[src/rtl/seq_signed_divider_pkg.sv]
`default_nettype none
// ============================================================================
//  Module      : seq_signed_divider_pkg
//  Description : Shared widths, FSM state encoding and saturation constants
//                for the iterative signed divider.
//  Revision    : 1.0 - initial release
// ============================================================================
package seq_signed_divider_pkg;

    localparam int N_DEFAULT = 16;
    // Kept equal to the Booth multiplier operand width so the two units pair up
    localparam int MUL_WIDTH = N_DEFAULT;

    typedef enum logic [2:0] {
        ST_IDLE = 3'd0,
        ST_PREP = 3'd1,
        ST_ITER = 3'd2,
        ST_FIX  = 3'd3,
        ST_DONE = 3'd4
    } div_state_e;

    localparam logic [N_DEFAULT-1:0] QMAX = {1'b0, {(N_DEFAULT-1){1'b1}}};
    localparam logic [N_DEFAULT-1:0] QMIN = {1'b1, {(N_DEFAULT-1){1'b0}}};

endpackage
`default_nettype wire

[src/rtl/seq_signed_divider_if.sv]
`default_nettype none
// ============================================================================
//  Module      : seq_signed_divider_if
//  Description : Operand/result valid-ready bundle for the signed divider.
//  Revision    : 1.0 - initial release
// ============================================================================
interface seq_signed_divider_if
    import seq_signed_divider_pkg::*;
#(
    parameter int N = N_DEFAULT
);
    logic           in_valid;
    logic           in_ready;
    logic [2*N-1:0] dividend;
    logic [N-1:0]   divisor;
    logic           out_valid;
    logic           out_ready;
    logic [N-1:0]   quotient;
    logic [N-1:0]   remainder;
    logic           div_by_zero;
    logic           overflow;
    logic           busy;

    modport master (
        output in_valid, dividend, divisor, out_ready,
        input  in_ready, out_valid, quotient, remainder, div_by_zero, overflow, busy
    );

    modport slave (
        input  in_valid, dividend, divisor, out_ready,
        output in_ready, out_valid, quotient, remainder, div_by_zero, overflow, busy
    );
endinterface
`default_nettype wire

[src/rtl/seq_signed_divider_restore_step.sv]
`default_nettype none
// ============================================================================
//  Module      : div_restore_step
//  Description : One combinational restoring-division step on magnitudes.
//  Revision    : 1.0 - initial release
// ============================================================================
module div_restore_step
    import seq_signed_divider_pkg::*;
#(
    parameter int N = N_DEFAULT
) (
    input  wire logic [N:0]   rem_in,
    input  wire logic         bit_in,
    input  wire logic [N-1:0] divisor_abs,
    output logic      [N:0]   rem_out,
    output logic              q_bit
);
    logic [N+1:0] w_shifted;
    logic [N:0]   w_diff;

    assign w_shifted = {rem_in, bit_in};
    assign q_bit     = (w_shifted >= {2'b00, divisor_abs});
    assign w_diff    = w_shifted[N:0] - {1'b0, divisor_abs};
    assign rem_out   = q_bit ? w_diff : w_shifted[N:0];
endmodule
`default_nettype wire

[src/rtl/seq_signed_divider.sv]
`default_nettype none
// ============================================================================
//  Module      : seq_signed_divider
//  Description : 2N/N signed restoring divider, one quotient bit per clock,
//                with sign fix-up, saturation and divide-by-zero reporting.
//  Revision    : 1.0 - initial release
// ============================================================================
module seq_signed_divider
    import seq_signed_divider_pkg::*;
#(
    parameter int N = N_DEFAULT
) (
    input  wire logic             clk,
    input  wire logic             rst,
    seq_signed_divider_if.slave   bus
);
    localparam logic [2:0] c_IDLE = ST_IDLE;
    localparam logic [2:0] c_PREP = ST_PREP;
    localparam logic [2:0] c_ITER = ST_ITER;
    localparam logic [2:0] c_FIX  = ST_FIX;
    localparam logic [2:0] c_DONE = ST_DONE;

    localparam int           c_CW   = (N > 1) ? $clog2(N) : 1;
    localparam logic [c_CW-1:0] c_LAST = c_CW'(N - 1);
    localparam logic [N-1:0] c_QMAX = {1'b0, {(N-1){1'b1}}};
    localparam logic [N-1:0] c_QMIN = {1'b1, {(N-1){1'b0}}};

    logic [2:0]      r_state;
    logic [c_CW-1:0] r_cnt;
    logic [2*N-1:0]  r_dvd;
    logic [N-1:0]    r_dvs;
    logic [N:0]      r_rem;
    logic [N-1:0]    r_low;
    logic [N-1:0]    r_abs_dvs;
    logic            r_sign_q;
    logic            r_sign_r;
    logic            r_dz;
    logic            r_pre_ovf;
    logic [N-1:0]    r_quot;
    logic [N-1:0]    r_remd;
    logic            r_dz_out;
    logic            r_ovf_out;

    logic [2*N-1:0]  w_abs_dvd;
    logic [N-1:0]    w_abs_dvs;
    logic [N:0]      w_step_rem;
    logic            w_q_bit;
    logic            w_q_ovf;

    assign w_abs_dvd = r_dvd[2*N-1] ? -r_dvd : r_dvd;
    assign w_abs_dvs = r_dvs[N-1]   ? -r_dvs : r_dvs;

    // After ITER the shift register holds |q|; the negative range reaches one further
    assign w_q_ovf = r_sign_q ? (r_low[N-1] & (|r_low[N-2:0])) : r_low[N-1];

    div_restore_step #(.N(N)) u_step (
        .rem_in      (r_rem),
        .bit_in      (r_low[N-1]),
        .divisor_abs (r_abs_dvs),
        .rem_out     (w_step_rem),
        .q_bit       (w_q_bit)
    );

    always_ff @(posedge clk) begin
        if (!rst) begin
            r_state   <= c_IDLE;
            r_cnt     <= '0;
            r_dvd     <= '0;
            r_dvs     <= '0;
            r_rem     <= '0;
            r_low     <= '0;
            r_abs_dvs <= '0;
            r_sign_q  <= 1'b0;
            r_sign_r  <= 1'b0;
            r_dz      <= 1'b0;
            r_pre_ovf <= 1'b0;
            r_quot    <= '0;
            r_remd    <= '0;
            r_dz_out  <= 1'b0;
            r_ovf_out <= 1'b0;
        end else begin
            case (r_state)
                c_IDLE: begin
                    if (bus.in_valid) begin
                        r_dvd   <= bus.dividend;
                        r_dvs   <= bus.divisor;
                        r_state <= c_PREP;
                    end
                end
                c_PREP: begin
                    r_sign_q  <= r_dvd[2*N-1] ^ r_dvs[N-1];
                    r_sign_r  <= r_dvd[2*N-1];
                    r_abs_dvs <= w_abs_dvs;
                    r_rem     <= {1'b0, w_abs_dvd[2*N-1:N]};
                    r_low     <= w_abs_dvd[N-1:0];
                    r_dz      <= (r_dvs == '0);
                    // A high half >= divisor means |q| needs more than N bits
                    r_pre_ovf <= (w_abs_dvd[2*N-1:N] >= w_abs_dvs) && (r_dvs != '0);
                    r_cnt     <= '0;
                    r_state   <= c_ITER;
                end
                c_ITER: begin
                    r_rem <= w_step_rem;
                    r_low <= {r_low[N-2:0], w_q_bit};
                    r_cnt <= r_cnt + 1'b1;
                    if (r_cnt == c_LAST) begin
                        r_state <= c_FIX;
                    end
                end
                c_FIX: begin
                    if (r_dz) begin
                        r_dz_out  <= 1'b1;
                        r_ovf_out <= 1'b0;
                        r_quot    <= '1;
                        r_remd    <= r_dvd[N-1:0];
                    end else if (r_pre_ovf || w_q_ovf) begin
                        r_dz_out  <= 1'b0;
                        r_ovf_out <= 1'b1;
                        r_quot    <= r_sign_q ? c_QMIN : c_QMAX;
                        r_remd    <= '0;
                    end else begin
                        r_dz_out  <= 1'b0;
                        r_ovf_out <= 1'b0;
                        r_quot    <= r_sign_q ? -r_low : r_low;
                        r_remd    <= r_sign_r ? -r_rem[N-1:0] : r_rem[N-1:0];
                    end
                    r_state <= c_DONE;
                end
                c_DONE: begin
                    if (bus.out_ready) begin
                        r_state <= c_IDLE;
                    end
                end
                default: r_state <= c_IDLE;
            endcase
        end
    end

    assign bus.in_ready    = (r_state == c_IDLE);
    assign bus.out_valid   = (r_state == c_DONE);
    assign bus.busy        = (r_state != c_IDLE);
    assign bus.quotient    = r_quot;
    assign bus.remainder   = r_remd;
    assign bus.div_by_zero = r_dz_out;
    assign bus.overflow    = r_ovf_out;
endmodule
`default_nettype wire

[src/flat_wrapper.sv]
// flat-port wrapper written by rule: the top's interface ports become plain ports
module seq_signed_divider_flat import seq_signed_divider_pkg::*;
#(
    parameter int N = N_DEFAULT
)
  (clk, rst, bus_in_valid, bus_dividend, bus_divisor, bus_out_ready, bus_in_ready, bus_out_valid, bus_quotient, bus_remainder, bus_div_by_zero, bus_overflow, bus_busy);
  seq_signed_divider_if #(.N(N)) bus_i ();
  input  wire logic clk;
  input  wire logic rst;
  input wire logic [$bits(bus_i.in_valid)-1:0] bus_in_valid;
  input wire logic [$bits(bus_i.dividend)-1:0] bus_dividend;
  input wire logic [$bits(bus_i.divisor)-1:0] bus_divisor;
  input wire logic [$bits(bus_i.out_ready)-1:0] bus_out_ready;
  output wire logic [$bits(bus_i.in_ready)-1:0] bus_in_ready;
  output wire logic [$bits(bus_i.out_valid)-1:0] bus_out_valid;
  output wire logic [$bits(bus_i.quotient)-1:0] bus_quotient;
  output wire logic [$bits(bus_i.remainder)-1:0] bus_remainder;
  output wire logic [$bits(bus_i.div_by_zero)-1:0] bus_div_by_zero;
  output wire logic [$bits(bus_i.overflow)-1:0] bus_overflow;
  output wire logic [$bits(bus_i.busy)-1:0] bus_busy;
  assign bus_i.in_valid = bus_in_valid;
  assign bus_i.dividend = bus_dividend;
  assign bus_i.divisor = bus_divisor;
  assign bus_i.out_ready = bus_out_ready;
  assign bus_in_ready = bus_i.in_ready;
  assign bus_out_valid = bus_i.out_valid;
  assign bus_quotient = bus_i.quotient;
  assign bus_remainder = bus_i.remainder;
  assign bus_div_by_zero = bus_i.div_by_zero;
  assign bus_overflow = bus_i.overflow;
  assign bus_busy = bus_i.busy;
  seq_signed_divider #(.N(N)) u_core (.clk(clk), .rst(rst), .bus(bus_i));
endmodule
[config.mk]
export PLATFORM = sky130hd
export DESIGN_NAME = seq_signed_divider_flat
export DESIGN_NICKNAME = d
export VERILOG_FILES = /design/src/rtl/seq_signed_divider_pkg.sv /design/src/rtl/seq_signed_divider_if.sv /design/src/rtl/seq_signed_divider_restore_step.sv /design/src/rtl/seq_signed_divider.sv /design/src/flat_wrapper.sv
export SDC_FILE = /design/constraint.sdc
export NUM_CORES = 1
export LEC_CHECK = 0
export ABC_AREA = 0
export CAP_MARGIN = 20
export CORE_MARGIN = 2
export CORE_UTILIZATION = 55
export DETAILED_ROUTE_END_ITERATION = 16
export DONT_BUFFER_PORTS = 1
export PLACE_DENSITY_LB_ADDON = 0.2
export SYNTH_ARGS = -nofsm -noshare
export SYNTH_HDL_FRONTEND = slang
export SYNTH_SLANG_ARGS = --single-unit
[constraint.sdc]
create_clock -name clk -period 5.4 [get_ports clk]
set_input_delay 0.81 -clock clk [delete_from_list [all_inputs] [get_ports clk]]
set_output_delay 0.81 -clock clk [all_outputs]
set_load 0.005 [all_outputs]
# Yosys cells after proc, flatten, opt, wreduce, memory -nomap -nowiden
# Index checks and enable logic that the tools add are counted.
# Widths: inputs -> output; s select.
# totals
regBits	142
inputBits	52
out_inout_bits	37
word_cells	64
# op_classes
add_sub_neg	6
order_cmp	2
n_eq_ne	8
mux	21
bitwise_logic	2
reduce_logical	10
# ops
op	n
$mux 16	8
$neg 16->16	3
$pmux 17 s2	1
$mux 32	1
$neg 32->32	1
$pmux 16 s2	1
$ge 18x16->1	1
$mux 17	1
$sub 17x16->17	1
$ge 16x16->1	1
$logic_not 16->1	1
$reduce_bool 16->1	1
$pmux 3 s5	1
$reduce_or 15->1	1
$mux 3	3
$pmux 4 s2	1
$eq 3x2->1 const B	2
$add 4x1->4 const B	1
$eq 4x4->1 const B	1
$mux 1	4
$ne 2x2->1 const B	2
$eq 3x1->1 const B	1
$eq 3x3->1 const B	1
$logic_not 3->1	1
other kinds (9)	9

# Depth between registers and ports, before layout
# Gate-level depths: netlist of the first run.
# depth
depth_word	6
depth_mapped	15
mapped_depth_nobuf	15

# Modules after synthesis
# From an unflattened synthesis of the first run, not the netlist that was laid out.
# hier_totals
hier_cells	1106
hier_area_um2	8615.8
# by_module_without_submodules
mod	instances	cells_each	area_each_um2
seq_signed_divider	1	947	7547.2
div_restore_step	1	159	1068.5

# Worst setup path after synthesis of the first run
# OpenSTA, ideal clock, no wires.
# synth_path
path_type	reg2reg
start	register u_core.r_dvd[14]
end	register u_core.r_pre_ovf
setup_ns	0.118
t_arrival_ns	3.516
required_ns	5.282
setup_slack_ns	1.767
stages_incl_launch_ff	14
n_path_buf	0
cell_sequence	dfxtp_1 or4_4 or4_1 or2_1 or3_4 or3_1 nand2_1 xnor2_1 ha_1 a21o_1 a21o_1 a221oi_1 o211ai_1 o2111a_1
# synth_between
elab_chain_cells	4
# synth_lines
element	line	text
from (decl)	seq_signed_divider.sv:30	logic [2*N-1:0] r_dvd;
from (signal assigned)	seq_signed_divider.sv:85	r_dvd <= bus.dividend;
$neg 32->32	seq_signed_divider.sv:50	assign w_abs_dvd = r_dvd[2*N-1] ? -r_dvd : r_dvd;
$mux 32	seq_signed_divider.sv:50	
$ge 16x16->1	seq_signed_divider.sv:98	r_pre_ovf <= (w_abs_dvd[2*N-1:N] >= w_abs_dvs) && (r_dvs != '0);
$logic_and 1x1->1	seq_signed_divider.sv:98	
to (signal assigned)	seq_signed_divider.sv:98	
to (decl)	seq_signed_divider.sv:38	logic r_pre_ovf;
# No other way between the ends.
# A chain may end at the register's enable or synchronous reset.

# Final worst setup path of the first run
# Same ends and word-level chain as after synthesis.

==> results of run 1 <==
## synthesized netlist by cell type, types with 3 or more instances
cell type,instances,area (µm²)
nor3b_1,4,30.03
nor3_1,18,90.09
o21ai_1,7,35.03
nand2_1,163,611.8
nor4_1,10,62.56
nand3b_1,4,30.03
or3_1,14,87.58
o21ai_0,71,355.3
a22oi_1,22,165.2
nand3_1,7,35.03
a31oi_1,5,31.28
o22ai_1,11,68.82
clkbuf_1,59,221.5
a21o_1,9,67.56
and3_1,4,25.02
dfxtp_1,142,2843
ha_1,37,462.9
xnor2_1,49,429.2
nor2_1,83,311.6
or4_1,7,52.55
inv_1,35,131.4
o21a_1,4,30.03
or2_2,4,25.02
o41ai_1,12,105.1
nand2b_1,10,62.56
o31ai_1,13,97.59
a211oi_1,21,157.7
a21oi_1,115,575.6
or3b_2,3,26.28
nand4_1,7,43.79
xor2_1,23,201.4
nor2b_1,7,43.79
mux2i_1,10,100.1
buf_1,7,26.28
a221oi_1,22,192.7
## kinds of logic after synthesis
family | count (synthesis) | synth area share, %
compound gates | 334 | 25.62
xor+xnor | 72 | 7.713
fa+ha+maj | 38 | 5.908
buf+inv | 103 | 4.790
flops | 142 | 34.77
mux | 10 | 1.224
simple gates | 355 | 19.97
## worst max-delay path: cells and delay by family, from the launching register on
| family | cells | cell delay (ps) |
|---|---|---|
| simple gates | 6 | 2100 |
| flops | 1 | 360 |
| compound gates | 5 | 930 |
| fa+ha+maj | 1 | 260 |
| xor+xnor | 1 | 110 |
## sequential cells by signal, indices dropped and copies added (netlist names)
register and cells:
u_core.bus.div_by_zero 1, u_core.bus.overflow 1, u_core.bus.quotient 16, u_core.bus.remainder 16
u_core.r_abs_dvs 16, u_core.r_cnt 4, u_core.r_dvd 32, u_core.r_dvs 16
u_core.r_dz 1, u_core.r_low 16, u_core.r_pre_ovf 1, u_core.r_rem 17
u_core.r_sign_q 1, u_core.r_sign_r 1, u_core.r_state 3
## area by class of cell
cell class | instances | area [µm²] | area share, %
clock buffer | 21 | 470.5 | 5.300
clock inverter | 10 | 185.2 | 2.086
inverter | 35 | 131.4 | 1.480
multi-input combinational | 809 | 4956 | 55.84
sequential | 142 | 2843 | 32.03
tap | 184 | 230.2 | 2.594
timing repair buffer | 8 | 60.06 | 0.6766
## worst max-delay path by stage
stage                                     to                           from  slack (ps)  cells after the start
6_report       u_core.r_pre_ovf$_SDFFE_PN0P_  u_core.r_dvd[14]$_SDFFE_PN0P_        1520                     13
5_1_grt        u_core.r_pre_ovf$_SDFFE_PN0P_  u_core.r_dvd[14]$_SDFFE_PN0P_        1350                     13
4_1_cts        u_core.r_pre_ovf$_SDFFE_PN0P_  u_core.r_dvd[14]$_SDFFE_PN0P_        1570                     13
3_5_place_dp   u_core.r_pre_ovf$_SDFFE_PN0P_  u_core.r_dvd[14]$_SDFFE_PN0P_        1580                     13
3_3_place_gp   u_core.r_pre_ovf$_SDFFE_PN0P_  u_core.r_dvd[14]$_SDFFE_PN0P_        1630                     13
2_1_floorplan  u_core.r_pre_ovf$_SDFFE_PN0P_  u_core.r_dvd[14]$_SDFFE_PN0P_        1770                     13
## through the flow
stage / power (mW) / utilization [%]
6_report: 3.561 / 61.07
5_1_grt: 3.733 / 61.07
4_1_cts: 3.553 / 61.07
3_5_place_dp: 2.240 / 56.56
3_3_place_gp: 2.228 / 56.56
2_1_floorplan: 2.023 / -
## routing by layer
layer	up-vias	global-route usage (%)	share of wire (%)
met3	27	8.921	8.6
met2	272	39.94	42
met1	3490	39.62	48
li1	3695	-	-
met5	-	0	0
met4	0	6.917	1.5
## power by group through the flow
stage | sequential [mW] | combinational, mW | clock (mW)
after floorplan | 1.19 | 0.829 | 0
after global placement | 1.24 | 0.992 | 0
after detailed placement | 1.24 | 1.00 | 0
after CTS | 1.21 | 1.02 | 1.32
after global routing | 1.23 | 1.14 | 1.37
final | 1.22 | 1.03 | 1.31
==> results.md, run 1 <==
* Final worst path period need at 3878 ps
* CP dominant cell by count: a21o_1
* WP data arrival at 4200 ps
* Post-route setup slack at around 1500 ps
* Hold EP: u_core.r_abs_dvs[0]$_SDFFE_PN0P_
* Clk_skew at roughly 9.7 ps
* Final wirelength at 21,930 µm
* CP Capture Type: flop
* Setup TNS at 0 ps
* Max-slew headroom at 30.56%
* Initial antenna violation count at 0
* Leak pwr at 3.388 nW
* Pwr per Cell Area at about 400 nW/µm²
* DPL Wire Length at 15,630 µm
* Max-slew violation count at 0
* Ys async rst share at 0%
* Initial Util at 56.25%
* Sinks on Clock Net at 142
* Initial DRC Count at 737
* Final Non-Filler Cells at 1,209
* Final setup viols at 0
* Antenna viol nets, final at 0
* Critical Path Max Stage Delay at 570 ps
* Most frequent cells in the layout: 163 x nand2_1, 142 x dfxtp_1, 115 x a21oi_1
* Pre-CTS setup slack at 1575 ps
* Sw Ratio at 33.24%
* Netlist Area Pre-Place at 8175 µm²
* Largest net degree at the start of global routing at 63
* Vias per inst at 6.190
* Maximum VDD drop at about 0.24 mV
* Overflow after GRT at 0
* Die area at around 16,000 µm²
* Placer Congestion at 0.9404
* Pre-Repair DR Iteration Count at 5
* Warnings, synthesis at 0
* Commonest non-fill, non-tap cell in the layout: nand2_1
* H-tree levels at 4
* Internal power at 2.377 mW
* Rows at between 40 and 50
* Hold_ws at 462.3 ps
* Dpl cells at between 1,000 and 1,500
* Synthesized instance count at roughly 1,100
* Fmax at 257.9 MHz
* Syn nets at 1,144
* Status: completed
* Residual DRC at 0
* Nets@finish at between 1,000 and 1,500
* Post-CTS sizing at 0
* Vias at 7,484
* Crit path kind: flop to flop
* R2R Path Start: u_core.r_dvd[14]$_SDFFE_PN0P_
* Avg Inst Size Synth at 7.756 µm²
* Vias in the first global route at 6,750
* Skew-Pair Late Insertion Delay at 430 ps
* Area Overhead vs Synth at 8.571%
* IO Port Bufs at 0
* Num CTS Buffers at 17
* Max cap viols at 0
* Count of cell types in the netlist at 64
* GR Util All Layers at 27.54%
* R2r setup slk at 1520 ps
* RSZ-0062 raised after global routing: false
* Max stage delay cell, worst path: or4_4
* Final Instance Area at 8876 µm²
* Wire length per cell at 18.14 µm
* Clock transition at the registers of the reported paths at approximately 60 ps
* Hold Path Origin: u_core.r_abs_dvs[0]$_SDFFE_PN0P_
* Reg power frac at 34.2%
* Post-CTS Setup Repair Bufs at 0
* TritonCTS clock tree: yes
* Clk pwr share at between 30 and 40%
* Final period util at 71.81%
* RR Endpoint: u_core.r_pre_ovf$_SDFFE_PN0P_
* Share of cells above drive strength 1 at roughly 5.8%
* Worst hold path class: flop to flop
* Post-CTS Hold Fix Bufs at 0
* Final hold violation count at 0
* Logic pwr share at 29.0%
* CP cell instances: or4_4 -> or4_1 -> or2_1 -> or3_4 -> or3_1 -> nand2_1 -> xnor2_1 -> ha_1 -> a21o_1 -> a21o_1 -> a221oi_1 -> o211ai_1 -> o2111a_1
* CP max FO at 7
* Worst r2r path cells at 13
* Chip height at 125.9 µm
* Clock Path Buffers at 2
* Synth Flop Type: dfxtp_1
* Worst EP required at around 5700 ps
* Worst-margin pin slew at 1040 ps
* Post-synth EDFFs at 0
* Switch Pwr at 1.184 mW
* CP startpoint kind: flop
* IO Count at just under 90
* Synthesized flop and latch total at 142
* DIE WIDTH at 125.9 µm
* DP Area at approximately 8200 µm²
* ANT cells at 0
* Layout fillers at ~1,300
* Hold Crit Depth at 2
* Root buf cell: clkbuf_16
* Wire length of the first global-routing pass at 35,210 µm
* Core area at approximately 15,000 µm²
* Sequential element share of the synthesized area at 34.77%
Note: power is estimated with default switching activity, not from simulation.
==> run 2, diff against run 1 <==
- clock period: 5.4 -> 3.9 ns (I/O delays scaled with it)
==> results.md, run 2 (synthesis results as in run 1) <==
* Status: completed
* Reg power frac at about a third
* IO Count at 89
* Worst-margin pin slew at 1034 ps
* Initial DRC Count at 630
* CP startpoint kind: flop
* Max-slew violation count at 0
* Maximum VDD drop at 0.3234 mV
* RR Endpoint: u_core.r_pre_ovf$_SDFFE_PN0P_
* Max cap viols at 0
* Final hold violation count at 0
* Final period util at 95.14%
* Wire length of the first global-routing pass at approximately 35,000 µm
* Final wirelength at 21,720 µm
* Pre-Repair DR Iteration Count at 8
* TritonCTS clock tree: yes
* Leak pwr at 3.411 nW
* Hold_ws at 286.8 ps
* DIE WIDTH at 125.9 µm
* Largest net degree at the start of global routing at 62
* Post-CTS Setup Repair Bufs at 0
* GR Util All Layers at 27.27%
* Clk pwr share at around a third
* DPL Wire Length at 15,530 µm
* Num CTS Buffers at 17
* Share of cells above drive strength 1 at 6.589%
* Setup TNS at 0 ps
* Fmax at 269.5 MHz
* Die area at 15,860 µm²
* IO Port Bufs at 0
* Vias per inst at 6.189
* R2r setup slk at 190 ps
* Overflow after GRT at 0
* Biggest regs: u_core.r_dvd (32), u_core.r_rem (17)
* WP data arrival at approximately 4000 ps
* Root buf cell: clkbuf_16
* Pwr per Cell Area at 543.5 nW/µm²
* Commonest non-fill, non-tap cell in the layout: nand2_1
* CP max FO at 5
* Critical Path End: u_core.r_pre_ovf$_SDFFE_PN0P_
* Initial Util at 56.25%
* Largest Register: u_core.r_dvd
* Most frequent cells in the layout: 163 x nand2_1, 142 x dfxtp_1, 115 x a21oi_1
* Core area at 14,530 µm²
* RSZ-0062 raised after global routing: false
* CP Capture Type: flop
* Layout fillers at 1,360
* Area Overhead vs Synth at 8.938%
* Crit. Startpoint: u_core.r_dvd[14]$_SDFFE_PN0P_
* Rows at 44
* Final setup viols at 0
* Crit path kind: flop to flop
* Initial antenna violation count at 0
* Placer Congestion at around 0.93
* Vias in the first global route at 6,747
* DP Area at 8278 µm²
* Worst EP required at roughly 4200 ps
* Wire length per cell at 17.86 µm
* Chip height at 125.9 µm
* Max-slew headroom at between 30% and 40%
* H-tree levels at 4
* ANT cells at 0
* Internal power at 3.199 mW
* Worst r2r path cells at 13
* Final worst path period need at 3710 ps
* Vias at 7,526
* Residual DRC at 0
* Skew-Pair Late Insertion Delay at around 420 ps
* Switch Pwr at 1.641 mW
* Antenna viol nets, final at 0
* Clk_skew at 10.69 ps
* Logic pwr share at 30.0%
* R2R Path Start: u_core.r_dvd[14]$_SDFFE_PN0P_
* Worst hold path class: input port to flop
* Sw Ratio at 33.90%
* Clock transition at the registers of the reported paths at 60 ps
* Final Instance Area at 8906 µm²
* Clock Path Buffers at 2
* Nets@finish at 1,109
* Max reg flops at 32
* Sinks on Clock Net at 142
[run 2: cell count changes in the layout (fill, tap and decap cells not counted), sizes merged]
cell | previous run | this run
buf | 8 | 14
inv | 35 | 38
bufinv | 5 | 3
clkbuf | 21 | 20
clkinv | 4 | 5
[run 2: worst min path at each step]
| stage | startpoint | to | slack (ps) | cells past startpoint |
|---|---|---|---|---|
| after floorplan | u_core.r_abs_dvs[0]$_SDFFE_PN0P_ | u_core.r_abs_dvs[0]$_SDFFE_PN0P_ | 440 | 2 |
| after CTS | rst | u_core.r_cnt[3]$_SDFFE_PN0P_ | 270 | 1 |
| after global placement | u_core.r_abs_dvs[0]$_SDFFE_PN0P_ | u_core.r_abs_dvs[0]$_SDFFE_PN0P_ | 450 | 2 |
| final | rst | u_core.r_cnt[3]$_SDFFE_PN0P_ | 290 | 1 |
| after global routing | bus_dividend[17] | u_core.r_dvd[17]$_SDFFE_PN0P_ | 280 | 2 |
| after detailed placement | u_core.r_abs_dvs[0]$_SDFFE_PN0P_ | u_core.r_abs_dvs[0]$_SDFFE_PN0P_ | 450 | 2 |
[run 2: through the flow]
stage               setup slack [ps]  std cells  power, mW  utilization (%)
finish                         189.6       1216      4.840            61.28
global route                   6.582       1216      5.093            61.28
CTS                            176.1       1216      4.841            61.24
detailed placement             189.5       1184      3.130            56.96
global placement               225.6       1184      3.126            56.96
floorplan                      266.8       1054      2.800                -
[run 2: what timing repair did]
| action | CTS | global route |
|---|---|---|
| hold buffers | 0 | 0 |
| endpoints found under the hold margin | 0 | 0 |
| resized for setup | 0 | 1 |
| setup endpoints to repair | 0 | 1 |
[run 2: layout make-up]
type | instances | area (µm²) | area share (%)
inverter | 35 | 131.4 | 1.475
multi-input combinational | 809 | 4961 | 55.70
clock buffer | 20 | 466.7 | 5.240
tap | 184 | 230.2 | 2.585
clock inverter | 12 | 156.4 | 1.756
sequential | 142 | 2843 | 31.92
timing repair buffer | 14 | 117.6 | 1.321
[run 2: power by group through the flow]
stage	Combinational [mW]	Sequential (mW)	Clock, mW
floorplan	1.15	1.65	0
global placement	1.42	1.71	0
detailed placement	1.42	1.71	0
CTS	1.43	1.68	1.73
global route	1.61	1.70	1.78
finish	1.45	1.69	1.70
[run 2: routing by layer]
layer / wire length [µm] / vias up / track usage [%]
li1: - / 3705 / -
met1: 10250 / 3476 / 40.12
met2: 9276 / 305 / 39.85
met3: 1796 / 40 / 6.160
met4: 402 / 0 / 8.145
met5: 0 / - / 0
[run 2: worst max-delay path: stages, from the launching register on]
cell and delay (ps):
dfxtp_1 310, or4_4 550, or4_1 430, or2_1 240
or3_4 370, or3_4 390, nand2_1 90, xnor2_1 110
ha_1 260, a21o_1 180, a21o_1 160, a221oi_1 230
o211ai_1 130, o2111a_1 150
==> run 3, diff against run 2 <==
- CORE_MARGIN: 2 -> unset
==> results.md, run 3 (synthesis results as in run 1) <==
* Setup TNS at 0 ps
* Biggest regs: u_core.r_dvd (32), u_core.r_rem (17)
* Chip height at around 120 µm
* Vias per inst at 6.205
* Final setup viols at 0
* ANT cells at 0
* Initial Util at 56.25%
* TritonCTS clock tree: yes
* Worst hold path class: input port to flop
* Core area at 14,530 µm²
* Wire length per cell at 18.03 µm
* Most frequent cells in the layout: 163 x nand2_1, 142 x dfxtp_1, 115 x a21oi_1
* Post-route setup slack at 173.6 ps
* Max-slew violation count at 0
* Nets@finish at between 1,000 and 1,500
* Root buf cell: clkbuf_16
* Num CTS Buffers at 17
* GR Util All Layers at slightly below 30%
* Maximum VDD drop at 0.3611 mV
* Placer Congestion at about 0.92
* Final wirelength at 21,890 µm
* Crit path kind: flop to flop
* Commonest non-fill, non-tap cell in the layout: nand2_1
* Final hold violation count at 0
* Final worst path period need at 3726 ps
* Fmax at 268.4 MHz
* Overflow after GRT at 0
* Max-slew headroom at 32.50%
* WP data arrival at approximately 4000 ps
* Clk_skew at 9.087 ps
* Post-CTS Hold Fix Bufs at 0
* Area Overhead vs Synth at 8.831%
* Clock transition at the registers of the reported paths at 60 ps
* Initial antenna violation count at 0
* Largest net degree at the start of global routing at 82
* Pre-Repair DR Iteration Count at 5
* Pre-CTS setup slack at ~160 ps
* Rows at 44
* Max cap viols at 0
* Clock Path Buffers at 2
* Share of cells above drive strength 1 at 6.311%
* H-tree levels at 4
* Largest Register: u_core.r_dvd
* IO Count at between 80 and 90
* Wire length of the first global-routing pass at 34,440 µm
* Skew-Pair Late Insertion Delay at ~430 ps
* DPL Wire Length at 15,630 µm
* Sinks on Clock Net at around 140
* RSZ-0062 raised after global routing: false
* CP max FO at 5
* Residual DRC at 0
* Vias at 7,533
* Max reg flops at 32
* Status: completed
* DP Area at 8263 µm²
* CP startpoint kind: flop
* Final period util at between 90 and 100%
* CP Capture Type: flop
* Die area at 15,360 µm²
* DIE WIDTH at 123.9 µm
* Antenna viol nets, final at 0
* Leak pwr at 3.386 nW
* Worst EP required at 4220 ps
* IO Port Bufs at 0
* Initial DRC Count at ~670
* Final Instance Area at about 8900 µm²
* Vias in the first global route at between 6,000 and 7,000
* Pwr per Cell Area at 547.4 nW/µm²
* Worst-margin pin slew at a little over 1000 ps
==> run 3: worst max-delay path, cell delays in order, from the launching register on <==
cell      delay [ps]
dfxtp_1          310
or4_4            550
or4_1            420
or2_1            250
or3_4            380
or3_4            390
nand2_1           90
xnor2_1          130
ha_1             270
a21o_1           190
a21o_1           180
a221oi_2         220
o211ai_1         120
o2111a_1         150
==> run 3: what timing repair did <==
item                                    in CTS  in global routing
buffers inserted                             0                  0
resized for setup                            0                  2
endpoints found under the setup margin       0                  1
==> run 3: power by group <==
part           leakage (nW)  internal, mW  switching, mW
registers              1.16          1.54          0.143
clock network         0.290          1.07          0.655
logic                  1.94         0.584          0.874
total                  3.39          3.20           1.67
==> run 3: final timing paths <==
check / start / endpoint / slack [ps] / depth (start not counted)
setup / recovery: u_core.r_dvd[14]$_SDFFE_PN0P_ / u_core.r_pre_ovf$_SDFFE_PN0P_ / 170 / 13
hold / removal: bus_dividend[27] / u_core.r_dvd[27]$_SDFFE_PN0P_ / 290 / 2
setup reg to reg: u_core.r_dvd[14]$_SDFFE_PN0P_ / u_core.r_pre_ovf$_SDFFE_PN0P_ / 170 / 13
hold reg to reg: u_core.r_abs_dvs[0]$_SDFFE_PN0P_ / u_core.r_abs_dvs[0]$_SDFFE_PN0P_ / 460 / 2
==> run 3: metal layers <==
| layer | part of all wire [%] | vias to the layer above | routed length (µm) | global-route usage [%] |
|---|---|---|---|---|
| li1 | - | 3689 | - | - |
| met1 | 48 | 3559 | 10580 | 42.09 |
| met2 | 43 | 254 | 9463 | 43.13 |
| met3 | 6.9 | 31 | 1506 | 7.601 |
| met4 | 1.6 | 0 | 344 | 8.333 |
| met5 | 0 | - | 0 | 0 |
==> run 3: final cells by class <==
cell class	instances	area, µm²
clock buffers	19	432.9
clock inverters	13	190.2
fillers	1355	5637
inverters	35	131.4
multi-input cells	809	4967
flip-flops and latches	142	2843
well taps	184	230.2
repair buffers	12	102.6
==> run 3: stage by stage <==
| step | std cells | power [mW] | utilization, % | hold WS, ps |
|---|---|---|---|---|
| final | 1214 | 4.870 | 61.22 | 289.2 |
| after global routing | 1214 | 5.126 | 61.22 | 274.2 |
| after CTS | 1214 | 4.854 | 61.14 | 269.6 |
| after detailed placement | 1182 | 3.122 | 56.85 | 453.5 |
| after global placement | 1182 | 3.112 | 56.85 | 450.5 |
| after floorplan | 1054 | 2.800 | - | 440.0 |
